<file path="config.mk">
export PLATFORM = sky130hd
export DESIGN_NAME = control_unit
export DESIGN_NICKNAME = d
export VERILOG_FILES = /design/src/rtl/control_unit_pkg.sv /design/src/rtl/control_unit_decode.sv /design/src/rtl/control_unit.sv
export SDC_FILE = /design/constraint.sdc
export NUM_CORES = 1
export LEC_CHECK = 0
export ABC_AREA = 1
export CAP_MARGIN = 20
export CORE_MARGIN = 4
export CORE_UTILIZATION = 32
export DETAILED_ROUTE_END_ITERATION = 12
export MAX_ROUTING_LAYER = met4
export PLACE_DENSITY = 0.79
export REMOVE_ABC_BUFFERS = 1
export SETUP_SLACK_MARGIN = 0.05
export SLEW_MARGIN = 20
export SYNTH_ARGS = -nofsm -noshare
export SYNTH_HDL_FRONTEND = slang
export SYNTH_SLANG_ARGS = --single-unit
</file>
<file path="constraint.sdc">
create_clock -name clk -period 1.56 [get_ports clk]
set_input_delay 0.234 -clock clk [delete_from_list [all_inputs] [get_ports clk]]
set_output_delay 0.234 -clock clk [all_outputs]
set_load 0.02 [all_outputs]
</file>
<file path="src/rtl/control_unit_pkg.sv">
// Shared definitions for the control unit: state encoding, opcodes, select/function codes
// and the control output bundle driven into ALU_System.
package control_unit_pkg;

    typedef enum logic [2:0] {
        S_INIT    = 3'd0,
        S_FETCH_L = 3'd1,
        S_FETCH_H = 3'd2,
        S_DECODE  = 3'd3,
        S_EXEC1   = 3'd4,
        S_EXEC2   = 3'd5,
        S_HALT    = 3'd7
    } state_t;

    localparam logic [3:0] OPC_LD  = 4'h0;
    localparam logic [3:0] OPC_ST  = 4'h1;
    localparam logic [3:0] OPC_LDI = 4'h2;
    localparam logic [3:0] OPC_ALU = 4'h3;
    localparam logic [3:0] OPC_BRA = 4'h4;
    localparam logic [3:0] OPC_BEQ = 4'h5;
    localparam logic [3:0] OPC_INC = 4'h6;
    localparam logic [3:0] OPC_DEC = 4'h7;
    localparam logic [3:0] OPC_HLT = 4'hF;

    localparam logic [1:0] FUN_CLR  = 2'b00;
    localparam logic [1:0] FUN_LOAD = 2'b01;
    localparam logic [1:0] FUN_DEC  = 2'b10;
    localparam logic [1:0] FUN_INC  = 2'b11;

    localparam logic [1:0] ARF_SEL_AR = 2'd0;
    localparam logic [1:0] ARF_SEL_PC = 2'd3;

    localparam logic [1:0] MUXA_ALU = 2'd0;
    localparam logic [1:0] MUXA_MEM = 2'd1;
    localparam logic [1:0] MUXA_IMM = 2'd2;
    localparam logic [1:0] MUXB_IMM = 2'd2;

    localparam logic [3:0] EN_ALL = 4'hF;
    localparam logic [3:0] EN_PC  = 4'b1000;
    localparam logic [3:0] EN_AR  = 4'b0100;

    typedef struct packed {
        logic [2:0] rf_out_a_sel;
        logic [2:0] rf_out_b_sel;
        logic [1:0] rf_fun_sel;
        logic [1:0] arf_fun_sel;
        logic [1:0] ir_funsel;
        logic [3:0] rf_r_sel;
        logic [3:0] rf_t_sel;
        logic [3:0] arf_reg_sel;
        logic [1:0] arf_out_c_sel;
        logic [1:0] arf_out_d_sel;
        logic [3:0] alu_fun_sel;
        logic [1:0] mux_a_sel;
        logic [1:0] mux_b_sel;
        logic       mux_c_sel;
        logic       ir_lh;
        logic       ir_enable;
        logic       mem_cs;
        logic       mem_wr;
    } ctrl_t;

    // Register index 0..3 names R1..R4; R1 sits in the MSB of the one-hot enable.
    function automatic logic [3:0] reg_en(input logic [1:0] idx);
        return 4'b1000 >> idx;
    endfunction

    function automatic logic [2:0] out_sel(input logic [1:0] idx);
        return {1'b1, idx};
    endfunction

    function automatic logic opc_defined(input logic [3:0] opc);
        return (opc <= OPC_DEC) || (opc == OPC_HLT);
    endfunction

endpackage

</file>
<file path="src/rtl/control_unit_decode.sv">
// Combinational output decoder: (state, latched opcode, instruction fields, Z) -> control bundle.
// While active is low (reset held) every output sits at its idle default.
module control_unit_decode
    import control_unit_pkg::*;
(
    input  state_t     state,
    input  logic       active,
    input  logic [3:0] opc,
    input  logic [1:0] rd,
    input  logic [1:0] rs,
    input  logic [3:0] alu_fn,
    input  logic       z,
    output ctrl_t      ctrl
);

    always_comb begin
        ctrl        = '0;
        ctrl.mem_cs = 1'b1;
        if (active) begin
            case (state)
                S_INIT: begin
                    ctrl.rf_r_sel    = EN_ALL;
                    ctrl.rf_t_sel    = EN_ALL;
                    ctrl.arf_reg_sel = EN_ALL;
                    ctrl.rf_fun_sel  = FUN_CLR;
                    ctrl.arf_fun_sel = FUN_CLR;
                    ctrl.ir_enable   = 1'b1;
                    ctrl.ir_funsel   = FUN_CLR;
                end
                // Both fetch halves read M[PC] and bump PC on the same edge.
                S_FETCH_L, S_FETCH_H: begin
                    ctrl.arf_out_d_sel = ARF_SEL_PC;
                    ctrl.mem_cs        = 1'b0;
                    ctrl.ir_enable     = 1'b1;
                    ctrl.ir_funsel     = FUN_LOAD;
                    ctrl.ir_lh         = (state == S_FETCH_H);
                    ctrl.arf_reg_sel   = EN_PC;
                    ctrl.arf_fun_sel   = FUN_INC;
                end
                S_EXEC1: begin
                    case (opc)
                        OPC_LD, OPC_ST: begin
                            ctrl.mux_b_sel   = MUXB_IMM;
                            ctrl.arf_fun_sel = FUN_LOAD;
                            ctrl.arf_reg_sel = EN_AR;
                        end
                        OPC_LDI: begin
                            ctrl.mux_a_sel  = MUXA_IMM;
                            ctrl.rf_fun_sel = FUN_LOAD;
                            ctrl.rf_r_sel   = reg_en(rd);
                        end
                        OPC_ALU: begin
                            ctrl.rf_out_a_sel = out_sel(rd);
                            ctrl.rf_out_b_sel = out_sel(rs);
                            ctrl.alu_fun_sel  = alu_fn;
                            ctrl.mux_a_sel    = MUXA_ALU;
                            ctrl.rf_fun_sel   = FUN_LOAD;
                            ctrl.rf_r_sel     = reg_en(rd);
                        end
                        OPC_BRA, OPC_BEQ: begin
                            ctrl.mux_b_sel   = MUXB_IMM;
                            ctrl.arf_fun_sel = FUN_LOAD;
                            ctrl.arf_reg_sel = (opc == OPC_BRA || z) ? EN_PC : 4'b0000;
                        end
                        OPC_INC, OPC_DEC: begin
                            ctrl.rf_fun_sel = (opc == OPC_INC) ? FUN_INC : FUN_DEC;
                            ctrl.rf_r_sel   = reg_en(rd);
                        end
                        default: ;
                    endcase
                end
                S_EXEC2: begin
                    if (opc == OPC_LD) begin
                        ctrl.arf_out_d_sel = ARF_SEL_AR;
                        ctrl.mem_cs        = 1'b0;
                        ctrl.mux_a_sel     = MUXA_MEM;
                        ctrl.rf_fun_sel    = FUN_LOAD;
                        ctrl.rf_r_sel      = reg_en(rd);
                    end else if (opc == OPC_ST) begin
                        ctrl.rf_out_a_sel  = out_sel(rd);
                        ctrl.alu_fun_sel   = 4'h0;
                        ctrl.arf_out_d_sel = ARF_SEL_AR;
                        ctrl.mem_cs        = 1'b0;
                        ctrl.mem_wr        = 1'b1;
                    end
                end
                default: ;
            endcase
        end
    end

endmodule

</file>
<file path="src/rtl/control_unit.sv">
// Hardwired fetch/decode/execute sequencer for ALU_System. Holds state, latched opcode and
// the Z flag captured from the last ALU instruction; outputs come from control_unit_decode.
module control_unit
    import control_unit_pkg::*;
#(
    parameter bit HALT_ON_ILLEGAL = 1'b0,
    parameter int ZFLAG_BIT       = 3
) (
    input  logic        clk,
    input  logic        rst_n,
    input  logic [15:0] ir_out,
    input  logic [3:0]  alu_out_flag,
    output logic [2:0]  rf_out_a_sel,
    output logic [2:0]  rf_out_b_sel,
    output logic [1:0]  rf_fun_sel,
    output logic [1:0]  arf_fun_sel,
    output logic [1:0]  ir_funsel,
    output logic [3:0]  rf_r_sel,
    output logic [3:0]  rf_t_sel,
    output logic [3:0]  arf_reg_sel,
    output logic [1:0]  arf_out_c_sel,
    output logic [1:0]  arf_out_d_sel,
    output logic [3:0]  alu_fun_sel,
    output logic [1:0]  mux_a_sel,
    output logic [1:0]  mux_b_sel,
    output logic        mux_c_sel,
    output logic        ir_lh,
    output logic        ir_enable,
    output logic        mem_cs,
    output logic        mem_wr,
    output logic [2:0]  state,
    output logic        halted
);

    state_t     state_reg;
    logic [3:0] opc_reg;
    logic       z_reg;
    ctrl_t      ctrl;
    logic       fields_unused;

    // Immediate bits and non-Z flags are consumed by the datapath, not here.
    assign fields_unused = ^{ir_out[7:4], alu_out_flag};

    always_ff @(posedge clk or negedge rst_n) begin
        if (!rst_n) begin
            state_reg <= S_INIT;
            opc_reg   <= 4'h0;
            z_reg     <= 1'b0;
        end else begin
            case (state_reg)
                S_INIT:    state_reg <= S_FETCH_L;
                S_FETCH_L: state_reg <= S_FETCH_H;
                S_FETCH_H: state_reg <= S_DECODE;
                S_DECODE: begin
                    opc_reg <= ir_out[15:12];
                    if (ir_out[15:12] == OPC_HLT ||
                        (HALT_ON_ILLEGAL && !opc_defined(ir_out[15:12])))
                        state_reg <= S_HALT;
                    else
                        state_reg <= S_EXEC1;
                end
                S_EXEC1: begin
                    if (opc_reg == OPC_ALU)
                        z_reg <= alu_out_flag[ZFLAG_BIT];
                    state_reg <= (opc_reg == OPC_LD || opc_reg == OPC_ST) ? S_EXEC2 : S_FETCH_L;
                end
                S_EXEC2:   state_reg <= S_FETCH_L;
                S_HALT:    state_reg <= S_HALT;
                default:   state_reg <= S_INIT;
            endcase
        end
    end

    control_unit_decode u_decode (
        .state  (state_reg),
        .active (rst_n),
        .opc    (opc_reg),
        .rd     (ir_out[11:10]),
        .rs     (ir_out[9:8]),
        .alu_fn (ir_out[3:0]),
        .z      (z_reg),
        .ctrl   (ctrl)
    );

    assign rf_out_a_sel  = ctrl.rf_out_a_sel;
    assign rf_out_b_sel  = ctrl.rf_out_b_sel;
    assign rf_fun_sel    = ctrl.rf_fun_sel;
    assign arf_fun_sel   = ctrl.arf_fun_sel;
    assign ir_funsel     = ctrl.ir_funsel;
    assign rf_r_sel      = ctrl.rf_r_sel;
    assign rf_t_sel      = ctrl.rf_t_sel;
    assign arf_reg_sel   = ctrl.arf_reg_sel;
    assign arf_out_c_sel = ctrl.arf_out_c_sel;
    assign arf_out_d_sel = ctrl.arf_out_d_sel;
    assign alu_fun_sel   = ctrl.alu_fun_sel;
    assign mux_a_sel     = ctrl.mux_a_sel;
    assign mux_b_sel     = ctrl.mux_b_sel;
    assign mux_c_sel     = ctrl.mux_c_sel;
    assign ir_lh         = ctrl.ir_lh;
    assign ir_enable     = ctrl.ir_enable;
    assign mem_cs        = ctrl.mem_cs;
    assign mem_wr        = ctrl.mem_wr;
    assign state         = state_reg;
    assign halted        = (state_reg == S_HALT);

endmodule

</file>
# After elaboration in Yosys (flattened, before gate mapping)
# Index checks and enable logic that the tools add are counted.
dict set report word_totals {
  elab_cells 70
  regBits 8
}
dict set report classes {
  n_reduce_logical 14
  shift 1
  n_mux 38
  n_eq_ne 14
}
# cell n
set ops {}
lappend ops {{24-bit 2-to-1 mux} 1}
lappend ops {{4-bit 2-to-1 mux} 6}
lappend ops {{4-bit case mux with 3 select lines} 2}
lappend ops {{3-bit case mux with 6 select lines} 1}
lappend ops {{4-bit by 3-bit == test with 1-bit output, second input constant} 4}
lappend ops {{2-bit 2-to-1 mux} 6}
lappend ops {{3-bit 2-to-1 mux} 4}
lappend ops {{2-bit case mux with 2 select lines} 3}
lappend ops {{6-bit case mux with 2 select lines} 1}
lappend ops {{2-bit OR reduction} 6}
lappend ops {{10-bit 2-to-1 mux} 1}
lappend ops {{3-bit == test, second input constant} 3}
lappend ops {{1-bit 2-to-1 mux} 9}
lappend ops {{4-bit by 2-bit == test with 1-bit output, second input constant} 2}
lappend ops {{4-bit case mux with 2 select lines} 1}
lappend ops {{4-bit OR reduction} 2}
lappend ops {{3-bit by 2-bit == test with 1-bit output, second input constant} 2}
lappend ops {{6-bit 2-to-1 mux} 1}
lappend ops {{3-bit case mux with 2 select lines} 1}
lappend ops {{4-bit by 1-bit == test with 1-bit output, second input constant} 1}
lappend ops {{4-bit == test, second input constant} 1}
lappend ops {{4-bit zero test} 1}
lappend ops {{4-bit by 2-bit >> shifter with 4-bit output, first input constant} 1}
lappend ops {{3-bit by 1-bit == test with 1-bit output, second input constant} 1}
lappend ops {{other kinds (5)} 6}

# Depth between registers and ports, before layout
dict set report depth {
  ltp_word 6
  mapped_depth 7
  depth_no_buf 7
}

# By module
# From an unflattened synthesis, not the netlist that was laid out.
dict set report hier_totals {
  cells_unflattened 157
  area_unflattened_um2 903.4
}
# module seq_area_each_um2 area_per_inst_um2 cells_each n_inst
set modules_own_cells {}
lappend modules_own_cells {control_unit_decode 0.0 521.8 107 1}
lappend modules_own_cells {control_unit 200.2 381.6 50 1}

# Least setup slack after synthesis
# Ideal clock, no wire load.
dict set report synth_path {
  path_type {flip-flop to output port}
  from {reg state_reg[2] (netlist: state[2])}
  to {out arf_reg_sel[1]}
  stages_incl_launch_ff 5
  setup_slack_ns -0.170
  arrival_ns 1.496
  t_required_ns 1.326
  cell_sequence {dfrtp_1 inv_1 nand2_1 nor2_1 buf_4}
}
dict set report synth_between {
  elab_chain_len 4
}
# element line
set synth_rtl {}
lappend synth_rtl {{start, declared} control_unit.sv:35} ;# state_t state_reg;
lappend synth_rtl {{start signal, assigned} control_unit.sv:65} ;# state_reg <= (opc_reg == OPC_LD || opc_reg == OPC_ST) ? S_EXEC2 : S_FETCH_L;
lappend synth_rtl {{3-bit by 1-bit == test with 1-bit output / 3-bit by 2-bit == test with 1-bit output (equally long branches)} control_unit_decode.sv:20} ;# case (state)
lappend synth_rtl {{2-bit OR reduction} control_unit_decode.sv:20}
lappend synth_rtl {{4-bit case mux with 3 select lines (*)} control_unit_decode.sv:20}
lappend synth_rtl {{24-bit 2-to-1 mux (*)} control_unit_decode.sv:19} ;# if (active) begin
lappend synth_rtl {{end, declared} control_unit.sv:20} ;# output logic [3:0] arf_reg_sel,
# Every way passes the cells marked *; elsewhere a longest branch is shown, timed or not.

# Worst setup path in the final report
dict set report layout_path {
  from {reg state_reg[1] (netlist: state[1])}
  to {out rf_r_sel[3]}
}
dict set report layout_between {
  elab_chain_len 3
}
# element line
set layout_rtl {}
lappend layout_rtl {{3-bit == test / 3-bit zero test (equally long branches)} control_unit_decode.sv:20}
lappend layout_rtl {{4-bit case mux with 3 select lines (*)} control_unit_decode.sv:20}
lappend layout_rtl {{24-bit 2-to-1 mux (*)} control_unit_decode.sv:19}
lappend layout_rtl {{end, declared} control_unit.sv:18} ;# output logic [3:0] rf_r_sel,
# Marked as above.

==> flow_summary.json <==
{
  "place_area_um2": 1540,
  "cp_max_fo": 4,
  "fin_cells": 256,
  "die_x_um": 58.1,
  "grt_pass1_wl_um": 4920,
  "synth-simple-area-share": 0.411,
  "start_util": 0.350,
  "largest_reg_flops": 4,
  "fin_crit_sh": 1.22,
  "cp.required_ns": 1.33,
  "synth_top_area_share": 0.249,
  "layout-drive-gt1-share": 0.671,
  "ant_nets": 0,
  "port_buffers": 54,
  "slew_violations": 0,
  "synth_top_family_by_area": "simple AND/OR/NAND/NOR gates",
  "grt_use_met2": 0.355,
  "regToRegSetupSlack_ns": 0.05,
  "cts_sinks": 8,
  "rsz0062_at_grt": "yes",
  "area_delta_synth_final_pct": 143,
  "fin_ws_ns": -0.344,
  "reg2reg_from": "state[0]$_DFF_PN0_",
  "yosys_most_used_dff": "dfrtp_1",
  "max_freq_ghz": 0.525,
  "path_class": "reg2out",
  "fin_nets": 252,
  "r2r_end": "state[1]$_DFF_PN0_",
  "ioPinCount": 67,
  "finalHoldViolCount": 0,
  "chipHeight_um": 58.1,
  "ir_drop_uv": 1600,
  "clk_pin_slew_worst_paths_ns": 0.06,
  "period_needed_ns": 1.90,
  "clk_latency_ns": 0.27,
  "status": "finished, violations left",
  "synth_edf_count": 0,
  "grt_util_met3": 0.0379,
  "final.fill_count": 104,
  "first_iter_violations": 52,
  "place.gp.congestion": 0.936,
  "first_pass_iters": 4,
  "drc": 0,
  "dp_hpwl_um": 2410,
  "viasPerCell": 5.18,
  "ys_warn_count": 0,
  "muxShareOfSynthArea": 0,
  "multi_input_area_um2": 687,
  "rows": 17,
  "cts_max_level": 1,
  "yosysMostFrequentCell": "nand2_1",
  "synthCells": 133,
  "syn_area_per_cell_um2": 6.04,
  "grt_max_degree": 10,
  "grt_usage": 0.192,
  "violations": "negative setup slack",
  "synthTopCellsByArea": "dfrtp_1 25%, nand2_1 14%, buf_4 12%",
  "core_region_area_um2": 2300,
  "cts_buffer_depth": 2,
  "ys_seq_area_frac": 0.249,
  "die_area_um2": 3380,
  "top_usage_layer": "met2",
  "critPathArrivalTime_ns": 1.67,
  "setup_violations": 37,
  "holdWs_ns": 0.365,
  "grt_overflow": 0,
  "crit_path_start_kind": "flop",
  "maxCapViolations": 0,
  "n_antenna_cell": 0,
  "reg2reg_depth": 10,
  "vias": 1326,
  "endpoint_kind": "output pin",
  "root_buffer": "clkbuf_4",
  "synth_seq_cells": 8,
  "fin_util": 0.848,
  "synthXorXnorAreaFrac": 0,
  "antenna_found_initial": 0,
  "synth_area_leader_cell": "dfrtp_1",
  "powerDensity_nw_per_um2": 1760,
  "seqCellArea_um2": 203,
  "finish.instance_area_um2": 1950,
  "cts_buffers": 3,
  "p_leak_uw": 0.000983,
  "grt_util_met1": 0.193,
  "grt_pass1_vias": 1111,
  "netlist_area_um2": 803,
  "synth.distinct_cells": 20,
  "async_flop_share": 1.00,
  "cts_tree": "done",
  "hold_path.class": "in2async",
  "synthAdderAreaFrac": 0,
  "synth_compound_area_frac": 0.115,
  "dp.cells": 238,
  "fin_skew_ns": 0.00290,
  "avgRoutedWirePerCell_um": 17.0,
  "synth_commonest_cells": "29 x nand2_1, 21 x nor2_1, 19 x inv_1",
  "finalWirelength_um": 4350
}
-- critical path, cell delays in order (launching register included) --
cell,delay [ns]
dfrtp_2,0.45
nor2_4,0.16
buf_6,0.12
nand4_1,0.14
nand2_2,0.16
nand2_1,0.09
a21oi_2,0.13
buf_4,0.15
-- through the flow --
step	worst slack, ns	total power [uW]	setup TNS [ns]
6_report	-0.344	3440	-8.13
3_5_place_dp	-0.547	2300	-16.83
3_3_place_gp	-0.511	2250	-15.98
2_1_floorplan	-0.984	1220	-9.50
5_1_grt	-0.428	3610	-10.52
4_1_cts	-0.228	2700	-4.91
-- cell type report --
cell class                 instances  area share
tap                               28      0.0180
multi-input combinational         95       0.353
clock buffer                       3      0.0116
sequential                         8       0.104
timing repair buffer             102       0.470
inverter                          20      0.0437
-- cell families after synthesis --
| group | after synthesis |
|---|---|
| compound gates | 18 |
| buf+inv | 34 |
| flops | 8 |
| other cells | 1 |
| simple gates | 72 |
-- timing repair --
action / 4_1_cts / 5_1_grt
endpoints found under the setup margin: 40 / 39
hold buffers: 0 / 0
pin swaps: 10 / 20
buffers inserted: 6 / 9
resized for setup: 220 / 84
endpoints found under the hold margin: 0 / 0
-- per-layer routing --
layer | vias up | share of wire
met3 | 26 | 0.090
met2 | 102 | 0.53
met1 | 611 | 0.33
met4 | 0 | 0.057
met5 | - | 0
li1 | 587 | -
-- worst max path at each step --
stage | from | end | slack (ns)
6_report | state[1]$_DFF_PN0_ | rf_r_sel[3] | -0.34
5_1_grt | state[0]$_DFF_PN0_ | rf_r_sel[0] | -0.43
4_1_cts | state[1]$_DFF_PN0_ | rf_r_sel[1] | -0.23
3_5_place_dp | rst_n | alu_fun_sel[2] | -0.55
3_3_place_gp | rst_n | alu_fun_sel[1] | -0.51
2_1_floorplan | state[2]$_DFF_PN0_ | arf_reg_sel[0] | -0.98
-- placed cells by master (no fill, tap or decap) --
cell             instances
nand4_1                  1
buf_4                   51
a21oi_4                  1
nor3_4                   1
conb_1                   5
nand2_4                  8
nor2_4                  13
a21oi_1                  1
dlygate4sd2_1            2
a21oi_2                  5
o21ai_2                  2
o21ai_0                  4
nand2_2                  9
clkbuf_4                 3
inv_4                    2
inv_2                   10
a31oi_1                  1
nand3_4                  2
nand2_1                 19
nor2_2                   4
buf_2                    3
nand3_2                  2
o22ai_4                  1
nor3_1                   1
nand3_1                  1
nor2_1                  10
inv_1                    7
nor3_2                   1
buf_6                   32
inv_6                    1
o21ai_1                  3
clkdlybuf4s50_1         14
dfrtp_2                  2
dfrtp_1                  6
-- power breakdown --
group          switching [uW]  total [uW]  internal, uW  leakage [uW]
clock                    88.8         178          89.3     0.0000138
combinational            1510        2820          1310      0.000876
sequential                117         434           317     0.0000931
total                    1720        3440          1720      0.000983
Note: power is estimated with default switching activity, not from simulation.
==> RTL change 1: new RTL, same flow settings <==
Put a register stage on the output `arf_out_d_sel`, cleared by the reset. The value now appears one clock later. The other outputs are not delayed to match.
--- a/src/rtl/control_unit.sv
+++ b/src/rtl/control_unit.sv
@@ -31,6 +31,8 @@
     output logic [2:0]  state,
     output logic        halted
 );
+
+    logic [1:0] arf_out_d_sel_d;
 
     state_t     state_reg;
     logic [3:0] opc_reg;
@@ -91,7 +93,7 @@
     assign rf_t_sel      = ctrl.rf_t_sel;
     assign arf_reg_sel   = ctrl.arf_reg_sel;
     assign arf_out_c_sel = ctrl.arf_out_c_sel;
-    assign arf_out_d_sel = ctrl.arf_out_d_sel;
+    assign arf_out_d_sel_d = ctrl.arf_out_d_sel;
     assign alu_fun_sel   = ctrl.alu_fun_sel;
     assign mux_a_sel     = ctrl.mux_a_sel;
     assign mux_b_sel     = ctrl.mux_b_sel;
@@ -103,5 +105,13 @@
     assign state         = state_reg;
     assign halted        = (state_reg == S_HALT);
 
+    always_ff @(posedge clk or negedge rst_n) begin
+        if (!rst_n) begin
+            arf_out_d_sel <= '0;
+        end else begin
+            arf_out_d_sel <= arf_out_d_sel_d;
+        end
+    end
+
 endmodule
 
Function: changed (Yosys sat finds a counterexample within 4 cycles, from zero or initial values and one cycle with rst_n low).
==> RTL change 1 against the unedited design <==
  * The run still ends with negative setup slack left
  * Worst setup slack got worse by 52 ps
  * Die area increased by 1.9%
  * Synthesized cell count unchanged
  * First-iteration DRC count increased by 44%
  * Critical path depth decreased by 1
  * Clock skew increased by 9.7 ps
  * Synthesized area increased by 2.2%
  * Sequential power increased by 13%
  * Total power increased by 2.6%
  * Design area increased by 5.3%
  * Wire length increased by 12%
  * Sequential cell count increased by 1
  * Critical endpoint unchanged
==> RTL change 1: results (changes against the unedited design) <==
CTS resizes: 226 (+2.7%)
setup TNS: -9080 ps (-946 ps)
WL per Instance: 18.2 microns (+7.1%)
Via density: 5.30 (+2.4%)
Tot GR Track Use: 0.212 (+0.0196)
Layout non-clock buf frac: 0.485 (+0.0152)
placed instance area: 0.00161 sq mm (+4.5%)
Num CTS Buffers: 3 (unchanged)
worst hold margin: 126 ps (-239 ps)
seq_cells: 9 (+1)
number of diodes: 0 (unchanged)
clock-pin slew on the worst setup and hold paths: 80 ps (+20 ps)
largest cells by area after synthesis: dfrtp_1 (27%), nand2_1 (13%), buf_4 (11%), nor2_1 (9.6%), inv_1 (8.7%)
gpl congestion: 0.923 (-1.4%)
Seq/Total Area, Yosys: 0.274 (+0.0252)
Starting DRT DRC Count: 75 (+44%)
Synth Area in Compound Gates: 0.113 (-0.00246)
Setup Skew: 12.6 ps (+9.67 ps)
fin worst setup slack: -397 ps (-52.2 ps)
Slowest cell on crit path: dfrtp_2
total leakage power: 1.06 nW (+7.4%)
layout cell share with drive strength beyond 1: 0.662 (-0.00861)
vias in the first global route: 1274 (+15%)
Fill cells: 117 (+13%)
Worst EP arrival: 1720 ps (+50 ps)
Plain + repair buffers: 109 (+6.9%)
worst vdd ir: 0.00168 V (+4.8%)
number of clock buffers in the layout: 4 (+1)
ClkCell Share: 0.0128 (+0.00124)
failing checks: negative setup slack
synth cell count leaders: nand2_1 (29), nor2_1 (21), inv_1 (19), buf_4 (12), dfrtp_1 (9)
Net count, final: 260 (+3.2%)
area growth from synthesis to layout: 150%
Sequential Area: 229 sq um (+13%)
Multi-input gate area: 681 sq um (-0.91%)
outcome: complete, but fails checks
hpwl dp: 2.39 mm (-0.83%)
top_reg_cell synth: dfrtp_1
setup violators final: 35 (-5.4%)
first-pass GRT wire length: 5.54 mm (+13%)
IO Port Bufs: 54 (unchanged)
largest net degree at the start of global routing: 10 (unchanged)
post-CTS setup buffer count: 8 (+2)
mapped cell area: 821 sq um (+2.2%)
flop2flop setup slack: -80 ps (-130 ps)
Hold Crit Class: in2async
## RTL change 1: logic make-up after synthesis
logic type / count (synthesis)
simple gates: 72
flops: 9
other cells: 1
buf+inv: 33
compound gates: 18
## RTL change 1: power breakdown
| part | leakage, nW | switching [W] | internal, W | total, W |
|---|---|---|---|---|
| sequential | 0.105 | 0.000133 | 0.000356 | 0.000489 |
| clock | 0.0150 | 0.0000969 | 0.0000990 | 0.000196 |
| combinational | 0.935 | 0.00151 | 0.00133 | 0.00284 |
| total | 1.06 | 0.00174 | 0.00178 | 0.00352 |
## RTL change 1: per-layer routing
layer  track usage  up-vias  routed length [microns]
met5             -        -                        0
met4         0.104        0                      261
met3        0.0461       29                      419
met2         0.372      108                     2360
met1         0.223      672                     1820
li1              -      607                        -
## RTL change 1: worst max path at each step
stage                                 end  cells after the start                from  slack [ps]
after floorplan            arf_reg_sel[0]                      3  state[2]$_DFF_PN0_        -980
after global placement     arf_reg_sel[0]                      6               rst_n        -520
after detailed placement            ir_lh                      5               rst_n        -580
after CTS                 rf_out_a_sel[1]                      8  state[1]$_DFF_PN0_        -260
after global routing          rf_r_sel[3]                      6  state[0]$_DFF_PN0_        -530
final                         rf_r_sel[3]                      6  state[0]$_DFF_PN0_        -400
## RTL change 1: tightest hold or removal path, cell delays in order
cell and delay [ps]:
dlygate4sd2_1 230, buf_6 120, buf_4 160
## RTL change 1: metrics by stage
step                      utilization  instances  power [W]  worst slack, ps
after floorplan                     -        124    0.00126             -984
after global placement          0.656        245    0.00230             -525
after detailed placement        0.656        245    0.00234             -582
after CTS                       0.713        257    0.00275             -262
after global routing            0.836        267    0.00368             -528
final                           0.836        267    0.00352             -397
==> RTL change 2: new RTL, same settings <==
Made on the original files. Make the reset (`rst_n`) synchronous in one clocked block.
--- a/src/rtl/control_unit.sv
+++ b/src/rtl/control_unit.sv
@@ -41,7 +41,7 @@
     // Immediate bits and non-Z flags are consumed by the datapath, not here.
     assign fields_unused = ^{ir_out[7:4], alu_out_flag};
 
-    always_ff @(posedge clk or negedge rst_n) begin
+    always_ff @(posedge clk) begin
         if (!rst_n) begin
             state_reg <= S_INIT;
             opc_reg   <= 4'h0;
Behaviour: differs if rst_n is asserted again (counterexample within 4 cycles, from zero or initial values and one cycle with rst_n low); with rst_n held inactive, the same outputs for 10 cycles.
==> RTL change 2 against the unedited design <==
  * The run still ends with negative setup slack left
  * Wire length decreased by 18%
  * Sequential share of layout area decreased by 0.77 points
  * Design area decreased by 6.0%
  * Sequential cell count unchanged
  * Count of clock-buffer cells in the layout unchanged
  * Worst setup slack improved by 170 ps
  * Synthesized area increased by 7.3%
  * Largest cell class unchanged
Power is not compared: it rests on default switching activity, and its combinational part moved more than twofold at a synthesized area within 25%.
==> RTL change 2: results (changes against the unedited design) <==
outcome: complete, but fails checks
failing checks: negative setup slack
total leakage power: 0.964 nW
Mean Syn Cell Area: 5.71 sq um (-5.5%)
number of synthesis warnings: 0 (unchanged)
IO Port Bufs: 54 (unchanged)
Num CTS Buffers: 3 (unchanged)
Crit Path Max Fanout: 7 (+3)
CP max stage delay: 330 ps (-120 ps)
post-place setup slack: -561 ps (-14.8 ps)
Fill cells: 189 (+82%)
gpl congestion: 0.881 (-5.9%)
synth unique cells: 25 (+25%)
clk root buf: clkbuf_4
Largest delay share family, worst path: simple AND/OR/NAND/NOR gates
async set or reset register ratio after synthesis: 0 (-1.00)
fin worst setup slack: -176 ps (+169 ps)
Seq/Total Area, Yosys: 0.186 (-0.0634)
CTS H-tree depth: 1 (unchanged)
max FFs per register: 4 (unchanged)
initial antenna violation count: 0 (unchanged)
largest cells by area after synthesis: dfxtp_1 (19%), nand2_1 (15%), buf_4 (11%), inv_1 (9.6%), nor2_1 (9.1%)
clock-pin slew on the worst setup and hold paths: 50 ps
Via Count: 1280 (-3.5%)
hpwl dp: 2.29 mm (-5.1%)
Tot GR Track Use: 0.185 (-0.00658)
most frequent cell after synthesis: nand2_1
vias in the first global route: 1209 (+8.8%)
largest net degree at the start of global routing: 10 (unchanged)
Net count, final: 264 (+4.8%)
Slowest cell on crit path: dfxtp_2
first-pass GRT wire length: 5.02 mm (+2.1%)
setup violators final: 27 (-27%)
worst skew pair latency: 270 ps (about the same)
synth cell count leaders: nand2_1 (34), inv_1 (22), nor2_1 (21), buf_4 (13)
setup TNS: -2070 ps (+6070 ps)
drt pass-1 iters: 4 (unchanged)
CTS max path bufs: 2 (unchanged)
Setup Skew: 6.91 ps (+4.01 ps)
number of diodes: 0 (unchanged)
DRT Wirelength: 3.59 mm (-18%)
worst vdd ir: 0.000570 V
layout cell share with drive strength beyond 1: 0.546 (-0.125)
Worst EP arrival: 1500 ps (-170 ps)
Hold Crit Class: reg2reg
Via density: 4.74 (-8.5%)
Starting DRT DRC Count: 28 (-46%)
==> RTL change 2: cell count changes in the layout (fill, tap and decap cells not counted), moves of 4 or more <==
cell     before  now
buf_6        32   19
inv_1         7   18
nand2_1      19   27
a21oi_1       1    8
dfrtp_1       6    0
nand3_1       1    7
nor2_4       13    7
buf_4        51   56
nand2_2       9    4
a21oi_2       5    1
dfxtp_2       0    4
==> RTL change 2: cells by family after synthesis <==
group	synth area share
AOI/OAI and AO/OA	0.106
other	0.00435
and+or+nand+nor	0.457
buffers and inverters	0.247
DFF	0.186
==> RTL change 2: power by group <==
group / internal [W] / leakage, nW / switching, W
Clock: 0.0000889 / 0.0138 / 0.0000824
Sequential: 0.000225 / 0.0691 / 0.0000306
Combinational: 0.000351 / 0.881 / 0.000384
==> RTL change 2: per-stage QoR <==
stage	power (W)	area, sq um
detailed placement	0.000849	1600
CTS	0.00109	1690
global route	0.00122	1830
finish	0.00116	1830
global placement	0.000846	1600
floorplan	0.000514	768
==> RTL change 2: final cells by class <==
type,count,area share
timing repair buffer,96,0.456
multi-input combinational,106,0.354
sequential,8,0.0964
inverter,27,0.0608
tap,30,0.0205
clock buffer,3,0.0123
==> RTL change 2: tightest hold or removal path: stages, from the launching register on <==
cell and delay, ps:
dfxtp_1 330, a21oi_1 40, nor2_1 90
==> RTL change 2: worst paths after layout <==
check	cells after the start	slack (ps)	start	to
min	2	510	z_reg$_SDFFE_PN0N_	z_reg$_SDFFE_PN0N_
min reg2reg	2	510	z_reg$_SDFFE_PN0N_	z_reg$_SDFFE_PN0N_
max	6	-180	opc_reg[3]$_SDFFE_PN0P_	alu_fun_sel[3]
max reg2reg	7	160	state[0]$_SDFF_PN0_	opc_reg[0]$_SDFFE_PN0P_
==> RTL change 2: routing by layer <==
metal / vias up / track usage / wire [microns]
li1: 630 / - / -
met1: 587 / 0.203 / 1390
met2: 53 / 0.327 / 1920
met3: 10 / 0.0302 / 200
met4: 0 / 0.0791 / 76
met5: - / - / 0
==> RTL change 2: repair_timing <==
item | in CTS | in global routing
endpoints found under the hold margin | 0 | 0
endpoints found under the setup margin | 40 | 38
pin swaps | 2 | 11
buffers inserted | 7 | 3
resized for setup | 225 | 42
